<file path="src/rtl/parse_stream.sv">
// parse_stream: 12-bit rejection sampler turning an XOF byte stream into N coefficients in [0, Q).
// Define PARSE_STREAM_REJ_STATS_EN to add the o_rej_cnt rejected-candidate counter.
module parse_stream #(
   parameter int IN_BYTES = 8,
   parameter int LANES    = 4,
   parameter int N        = 256,
   parameter int Q        = 3329,
   parameter int CW       = 12
) (
   input  logic                  i_clk,
   input  logic                  i_rst,
   input  logic                  i_start,
   input  logic [8*IN_BYTES-1:0] i_ibytes,
   input  logic                  i_ibytes_valid,
   output logic                  o_ibytes_ready,
   output logic [LANES*CW-1:0]   o_coeffs,
   output logic                  o_coeffs_valid,
   input  logic                  i_coeffs_ready,
   output logic                  o_busy,
   output logic                  o_done
`ifdef PARSE_STREAM_REJ_STATS_EN
   ,
   output logic [15:0]           o_rej_cnt
`endif
);
   localparam int G   = LANES / 2;
   localparam int GB  = 3 * G;
   localparam int BUF = IN_BYTES + GB;
   localparam int SD  = 2 * LANES - 1;
   localparam int AW  = $clog2(N + 1);
   localparam int BW  = $clog2(BUF + 1);
   localparam int SW  = $clog2(SD + 1);
   localparam logic [CW:0] QV = Q[CW:0];

   typedef enum logic [1:0] {IDLE, RUN, DRAIN, DONE} state_t;

   state_t              state;
   logic [8*BUF-1:0]    buf_q, buf_n, buf_pop;
   logic [BW-1:0]       buf_cnt, buf_cnt_p, buf_cnt_n;
   logic [CW*SD-1:0]    stg_q, stg_n;
   logic [SW-1:0]       stg_cnt, stg_kept, stg_cnt_n;
   logic [AW-1:0]       acc_cnt, acc_n;
   logic [CW-1:0]       cand [LANES];
   logic [LANES*CW-1:0] beat;
   logic                push, move, process;
`ifdef PARSE_STREAM_REJ_STATS_EN
   logic [$clog2(LANES+1)-1:0] rej_add;
   logic [16:0]                rej_sum;
   logic [15:0]                rej_n;
`endif

   // Group bytes {b0, b1, b2} -> {d1, d2}
   function automatic logic [2*CW-1:0] split_group(input logic [23:0] grp);
      return {CW'({grp[11:8], grp[23:16]}), CW'({grp[7:0], grp[15:12]})};
   endfunction

   // NOTE: every signal gets a default at the top of the block so no path leaves one unassigned (no latches).
   always_comb begin
      push     = o_ibytes_ready && i_ibytes_valid;
      move     = (stg_cnt >= SW'(LANES)) && (!o_coeffs_valid || i_coeffs_ready);
      stg_kept = move ? stg_cnt - SW'(LANES) : stg_cnt;
      process  = (state == RUN) && (buf_cnt >= BW'(GB)) && (stg_kept < SW'(LANES));

      for (int g = 0; g < G; g++)
         {cand[2*g], cand[2*g+1]} = split_group(buf_q[8*(BUF-3*g)-1 -: 24]);
      beat = stg_q[CW*SD-1 -: CW*LANES];

      // Byte 0 of the buffer sits in the MSBs; bytes past the live count are masked off before a push.
      buf_cnt_p = process ? buf_cnt - BW'(GB) : buf_cnt;
      buf_pop   = process ? buf_q << (8*GB) : buf_q;
      buf_n     = buf_pop & ~({(8*BUF){1'b1}} >> {buf_cnt_p, 3'b000});
      buf_cnt_n = buf_cnt_p;
      if (push) begin
         buf_n     = buf_n | ({i_ibytes, {(8*GB){1'b0}}} >> {buf_cnt_p, 3'b000});
         buf_cnt_n = buf_cnt_p + BW'(IN_BYTES);
      end

      stg_n     = move ? stg_q << (CW*LANES) : stg_q;
      stg_cnt_n = stg_kept;
      acc_n     = acc_cnt;
`ifdef PARSE_STREAM_REJ_STATS_EN
      rej_add   = '0;
`endif
      // NOTE: blocking updates of stg_cnt_n/acc_n inside the loop give each candidate the running totals of the earlier ones.
      if (process) begin
         for (int c = 0; c < LANES; c++) begin
            if ({1'b0, cand[c]} < QV) begin
               if (acc_n < AW'(N)) begin
                  stg_n[CW*SD-1 - CW*int'(stg_cnt_n) -: CW] = cand[c];
                  stg_cnt_n = stg_cnt_n + SW'(1);
                  acc_n     = acc_n + AW'(1);
               end
            end
`ifdef PARSE_STREAM_REJ_STATS_EN
            else if (acc_n < AW'(N)) begin
               rej_add = rej_add + 1'b1;
            end
`endif
         end
      end
`ifdef PARSE_STREAM_REJ_STATS_EN
      rej_sum = {1'b0, o_rej_cnt} + 17'(rej_add);
      rej_n   = rej_sum[16] ? 16'hFFFF : rej_sum[15:0];
`endif
   end

   always_ff @(posedge i_clk or posedge i_rst) begin
      if (i_rst) begin
         state          <= IDLE;
         buf_cnt        <= '0;
         stg_cnt        <= '0;
         acc_cnt        <= '0;
         o_ibytes_ready <= 1'b0;
         o_coeffs       <= '0;
         o_coeffs_valid <= 1'b0;
         o_busy         <= 1'b0;
         o_done         <= 1'b0;
`ifdef PARSE_STREAM_REJ_STATS_EN
         o_rej_cnt      <= '0;
`endif
      end else begin
         o_done <= 1'b0;
         unique case (state)
            IDLE: if (i_start) begin
               state          <= RUN;
               buf_cnt        <= '0;
               stg_cnt        <= '0;
               acc_cnt        <= '0;
               o_ibytes_ready <= 1'b1;
               o_busy         <= 1'b1;
`ifdef PARSE_STREAM_REJ_STATS_EN
               o_rej_cnt      <= '0;
`endif
            end
            RUN, DRAIN: begin
               buf_cnt <= buf_cnt_n;
               stg_cnt <= stg_cnt_n;
               acc_cnt <= acc_n;
               // Ready is registered: only offered when a whole beat fits even if nothing pops next cycle.
               o_ibytes_ready <= (state == RUN) && (acc_n != AW'(N)) && (buf_cnt_n <= BW'(GB));
               if (move) begin
                  o_coeffs       <= beat;
                  o_coeffs_valid <= 1'b1;
               end else if (i_coeffs_ready) begin
                  o_coeffs_valid <= 1'b0;
               end
`ifdef PARSE_STREAM_REJ_STATS_EN
               o_rej_cnt <= rej_n;
`endif
               if (state == RUN && acc_n == AW'(N))
                  state <= DRAIN;
               if (state == DRAIN && stg_cnt == '0 && (!o_coeffs_valid || i_coeffs_ready)) begin
                  state  <= DONE;
                  o_done <= 1'b1;
                  o_busy <= 1'b0;
               end
            end
            DONE: begin
               state   <= IDLE;
               buf_cnt <= '0;
            end
            default: state <= IDLE;
         endcase
      end
   end

   // NOTE: the data stores are not reset; the occupancy counters alone decide which entries are live.
   always_ff @(posedge i_clk) begin
      buf_q <= buf_n;
      stg_q <= stg_n;
   end
endmodule

</file>
<file path="config.mk">
export PLATFORM = sky130hd
export DESIGN_NAME = parse_stream
export DESIGN_NICKNAME = d
export VERILOG_FILES = /design/src/rtl/parse_stream.sv
export SDC_FILE = /design/constraint.sdc
export NUM_CORES = 1
export LEC_CHECK = 0
export BUFFER_PORTS_ARGS = -buffer_cell sky130_fd_sc_hd__buf_4
export CORE_ASPECT_RATIO = 1.4
export CORE_MARGIN = 2
export CORE_UTILIZATION = 43
export CTS_CLUSTER_DIAMETER = 100
export DETAILED_ROUTE_END_ITERATION = 16
export SLEW_MARGIN = 0
export SYNTH_ARGS = -nofsm -noshare
export SYNTH_HDL_FRONTEND = slang
export SYNTH_SLANG_ARGS = --single-unit
</file>
<file path="constraint.sdc">
create_clock -name i_clk -period 7.8 [get_ports i_clk]
set_input_delay 0.39 -clock i_clk [delete_from_list [all_inputs] [get_ports i_clk]]
set_output_delay 0.39 -clock i_clk [all_outputs]
set_load 0.05 [all_outputs]
</file>
==> results.py <==
metrics = {
    "status": {
        "run_status": "finished with violations",
        "failed_checks": "capacitance limit, slew limit",
    },
    "synthesis": {
        "synth_ff_type": "dfxtp_1",
        "synth_sequential_area_ratio_pct": 25.0,
        "synth-edff-count": 0,
        "synth_top_area_share_pct": 17.3,
        "synthesis.nets": 2928,
        "yosys.cell_types.count": 121,
        "ys_top_cells_by_area": "dfxtp_1 (17%), mux2i_1 (12%), dfrtp_1 (7.6%), mux2_2 (5.3%), nand2_1 (5.2%)",
        "synth.cell_area_sq_um": 22600,
        "yosys_warnings": 0,
        "post_synth.cell_area_avg_sq_um": 8.02,
        "ys_async_rst_share_pct": 26.0,
        "syn-instance-count": 2821,
        "yosys_reg_bits": 265,
        "yosysTopAreaCell": "dfxtp_1",
    },
    "worst_setup_path": {
        "end_kind": "register",
        "cp_num_cells": 21,
        "kind_of_critical_path": "reg -> reg",
        "worstPathBufferInverterCount": 3,
        "worst-endpoint-required_ns": 8.35,
        "ff2ff_path_depth": 21,
        "reg2reg_slack_ns": 0.88,
        "cp_cell_sequence": "nand3_1 > nand2b_1 > nor2_2 > nor2_1 > a21oi_1 > inv_1 > ha_1 > inv_1 > nor3_2 > xnor2_1 > fa_1 > buf_4 > nand2_1 > nor2_1 > a21oi_1 > o21ai_0 > nand3_1 > nor2_1 > mux2_2 > mux2i_1 > o21a_1",
        "critPathMostFrequentCell": "nor2_1",
        "cpMaxStageDelayCell": "o21ai_0",
        "rr_startpoint": "buf_q[98]",
        "critical_path_arrival_ns": 7.47,
        "end_of_the_worst_register_to_register_path": "stg_q[76]",
        "critical_path_peak_fanout": 11,
        "worstSetupStartpointType": "register",
        "cpPeakStageDelay_ns": 0.82,
        "crit_family": "simple AND/OR/NAND/NOR gates",
    },
    "detailed_routing": {
        "antenna_nets_post_route": 0,
        "drt_first_iter_violations": 2370,
        "detail_route.first_pass.iterations": 6,
        "postRouteWirelength_um": 103000,
        "detailroute.via_count": 23746,
        "routed_wire_length_per_instance_um": 29.1,
        "drc_errors": 0,
        "route.detailed.vias_per_inst": 6.70,
    },
    "layout": {
        "mostFrequentLayoutCell": "nand2_1",
        "final_design_utilization_pct": 48.8,
        "multiInputGateArea_sq_um": 16000,
        "final_net_count": 2970,
        "area_growth_syn_to_layout_pct": 12.1,
        "filler_cells": 5113,
        "post_route_cells_drive_above_1_share_pct": 16.8,
        "layout_common_cells": "nand2_1 (309), mux2i_1 (277), buf_4 (225)",
        "ff_latch_area_sq_um": 5650,
    },
    "floorplanning": {
        "placementRows": 99,
        "dieArea_sq_um": 54500,
        "dieWidth_um": 198,
        "dieHeight_um": 275,
        "area_of_the_placeable_core_sq_um": 52000,
        "starting_density_pct": 43.5,
        "floorplan.io_pins": 121,
    },
    "timing": {
        "fin_crit_sh_pct": 88.7,
        "grt_setup_unrepaired": "no",
        "clock_skew_ns": 0.0308,
        "worst_slew_pin_slew_ns": 1.51,
        "hold_viol": 0,
        "finalMaxSlewViolations": 5,
        "final.setup.tns_ns": 0,
        "final-setup-viol-count": 0,
        "worst_slew_margin_rel_pct": -1.17,
        "maxClockFrequency_mhz": 145,
        "timing.final.crit_period_ns": 6.92,
    },
    "clocking": {
        "clk_pin_slew_worst_paths_ns": 0.07,
        "cts_hold_buf": 2,
        "post_cts_buffers": 0,
        "root_buffer": "clkbuf_16",
        "cts-buffers-inserted": 30,
        "total_clock_sinks": 265,
        "h-tree-depth": 1,
        "tritoncts": "done",
        "clk_path_buf_depth": 3,
        "cts.repair.resized": 0,
        "clkLatencyLatePin_ns": 0.62,
    },
    "min_path": {
        "hold-path-cell-count": 3,
        "holdCritPathClass": "in -> reg",
        "hp-start": "i_ibytes[53]",
        "worst_hold_path.endpoint": "buf_q[101]",
    },
    "global_route": {
        "first_global_vias": 23122,
        "largest_net_degree_at_the_start_of_global_routing": 108,
        "gr-usage-all-layers_pct": 37.3,
        "grt_pass1_wl_um": 152000,
        "antenna_found_initial": 3,
        "overflow": 0,
    },
    "placed_design": {
        "numPortBuffers": 120,
        "globalplace.congestion": 1.04,
        "dpl.hpwl_um": 81000,
    },
    "run": {
        "max_cap_violations": 1,
    },
}
[final cells by class]
class / count / area share [%]
multi-input combinational: 2308 / 63.2
antenna: 1 / 0.00986
timing repair buffer: 227 / 6.74
clock buffer: 41 / 3.45
tap: 656 / 3.23
clock inverter: 15 / 0.621
sequential: 265 / 22.3
inverter: 31 / 0.464
[registers in the layout, summed over array words and instances (netlist names), 2 cells and up]
name and flops:
acc_cnt 9, stg_cnt 3, o_coeffs 48, buf_cnt 3, stg_q 84, state 2
buf_q 112
[worst max-delay path by stage]
stage                    start         to  slack (ns)
floorplan           stg_cnt[0]  stg_q[44]        0.03
global placement     buf_q[98]  stg_q[27]        1.25
detailed placement   buf_q[98]  stg_q[27]        1.24
CTS                  buf_q[98]  stg_q[44]        1.19
global route         buf_q[99]  stg_q[46]        0.58
finish               buf_q[98]  stg_q[76]        0.88
[per-layer routing]
metal	routed length [um]	vias up	global-route usage, %
met5	17	-	0
met4	9600	2	30.1
met3	6950	392	5.49
met2	49400	1239	63.8
met1	37200	11412	41.2
li1	-	10701	-
[cell usage after synthesis, types with 13 or more instances]
cell,instances
a211oi_1,36
a21o_1,18
a21oi_1,160
a22o_1,42
a22oi_1,60
a31oi_1,25
a32oi_1,19
and2_1,33
and3_1,44
buf_1,23
buf_2,24
clkbuf_1,158
dfrtp_1,69
dfxtp_1,196
ha_1,34
inv_1,26
mux2_1,13
mux2_2,106
mux2i_1,278
nand2_1,311
nand2b_1,15
nand3_1,110
nor2_1,215
nor2b_1,15
nor3_1,74
nor4_1,25
o211ai_1,38
o21ai_0,163
o21ai_1,26
o22ai_1,79
o31ai_1,32
or2_2,13
or3_1,14
xnor2_1,31
[per-stage QoR]
stage               cell area (sq um)  std cells  hold WS, ns  setup slack (ns)
floorplan                       22600       2821        0.425            0.0346
global placement                24300       3485        0.433              1.25
detailed placement              24300       3485        0.440              1.24
CTS                             25400       3543      0.00148              1.19
global route                    25400       3543       0.0449             0.582
finish                          25400       3544       0.0293             0.883
[kinds of logic after synthesis]
| kind of cell | synth area share (%) |
|---|---|
| adders and majority gates | 2.23 |
| and+or+nand+nor | 21.0 |
| buffers and inverters | 4.53 |
| muxes | 18.4 |
| DFF | 25.0 |
| xor gates and xnor gates | 3.03 |
| AOI/OAI and AO/OA | 25.8 |
[worst register-to-register path, cell delays in order (launching register included)]
cell,delay (ns)
dfxtp_1,0.58
nand3_1,0.23
nand2b_1,0.39
nor2_2,0.20
nor2_1,0.13
a21oi_1,0.06
inv_1,0.15
ha_1,0.19
inv_1,0.16
nor3_2,0.71
xnor2_1,0.36
fa_1,0.78
buf_4,0.25
nand2_1,0.08
nor2_1,0.10
a21oi_1,0.07
o21ai_0,0.82
nand3_1,0.30
nor2_1,0.56
mux2_2,0.41
mux2i_1,0.20
o21a_1,0.13
Power is not shown: default switching activity piles up to over one toggle a cycle in this logic, so the estimate is an artifact.
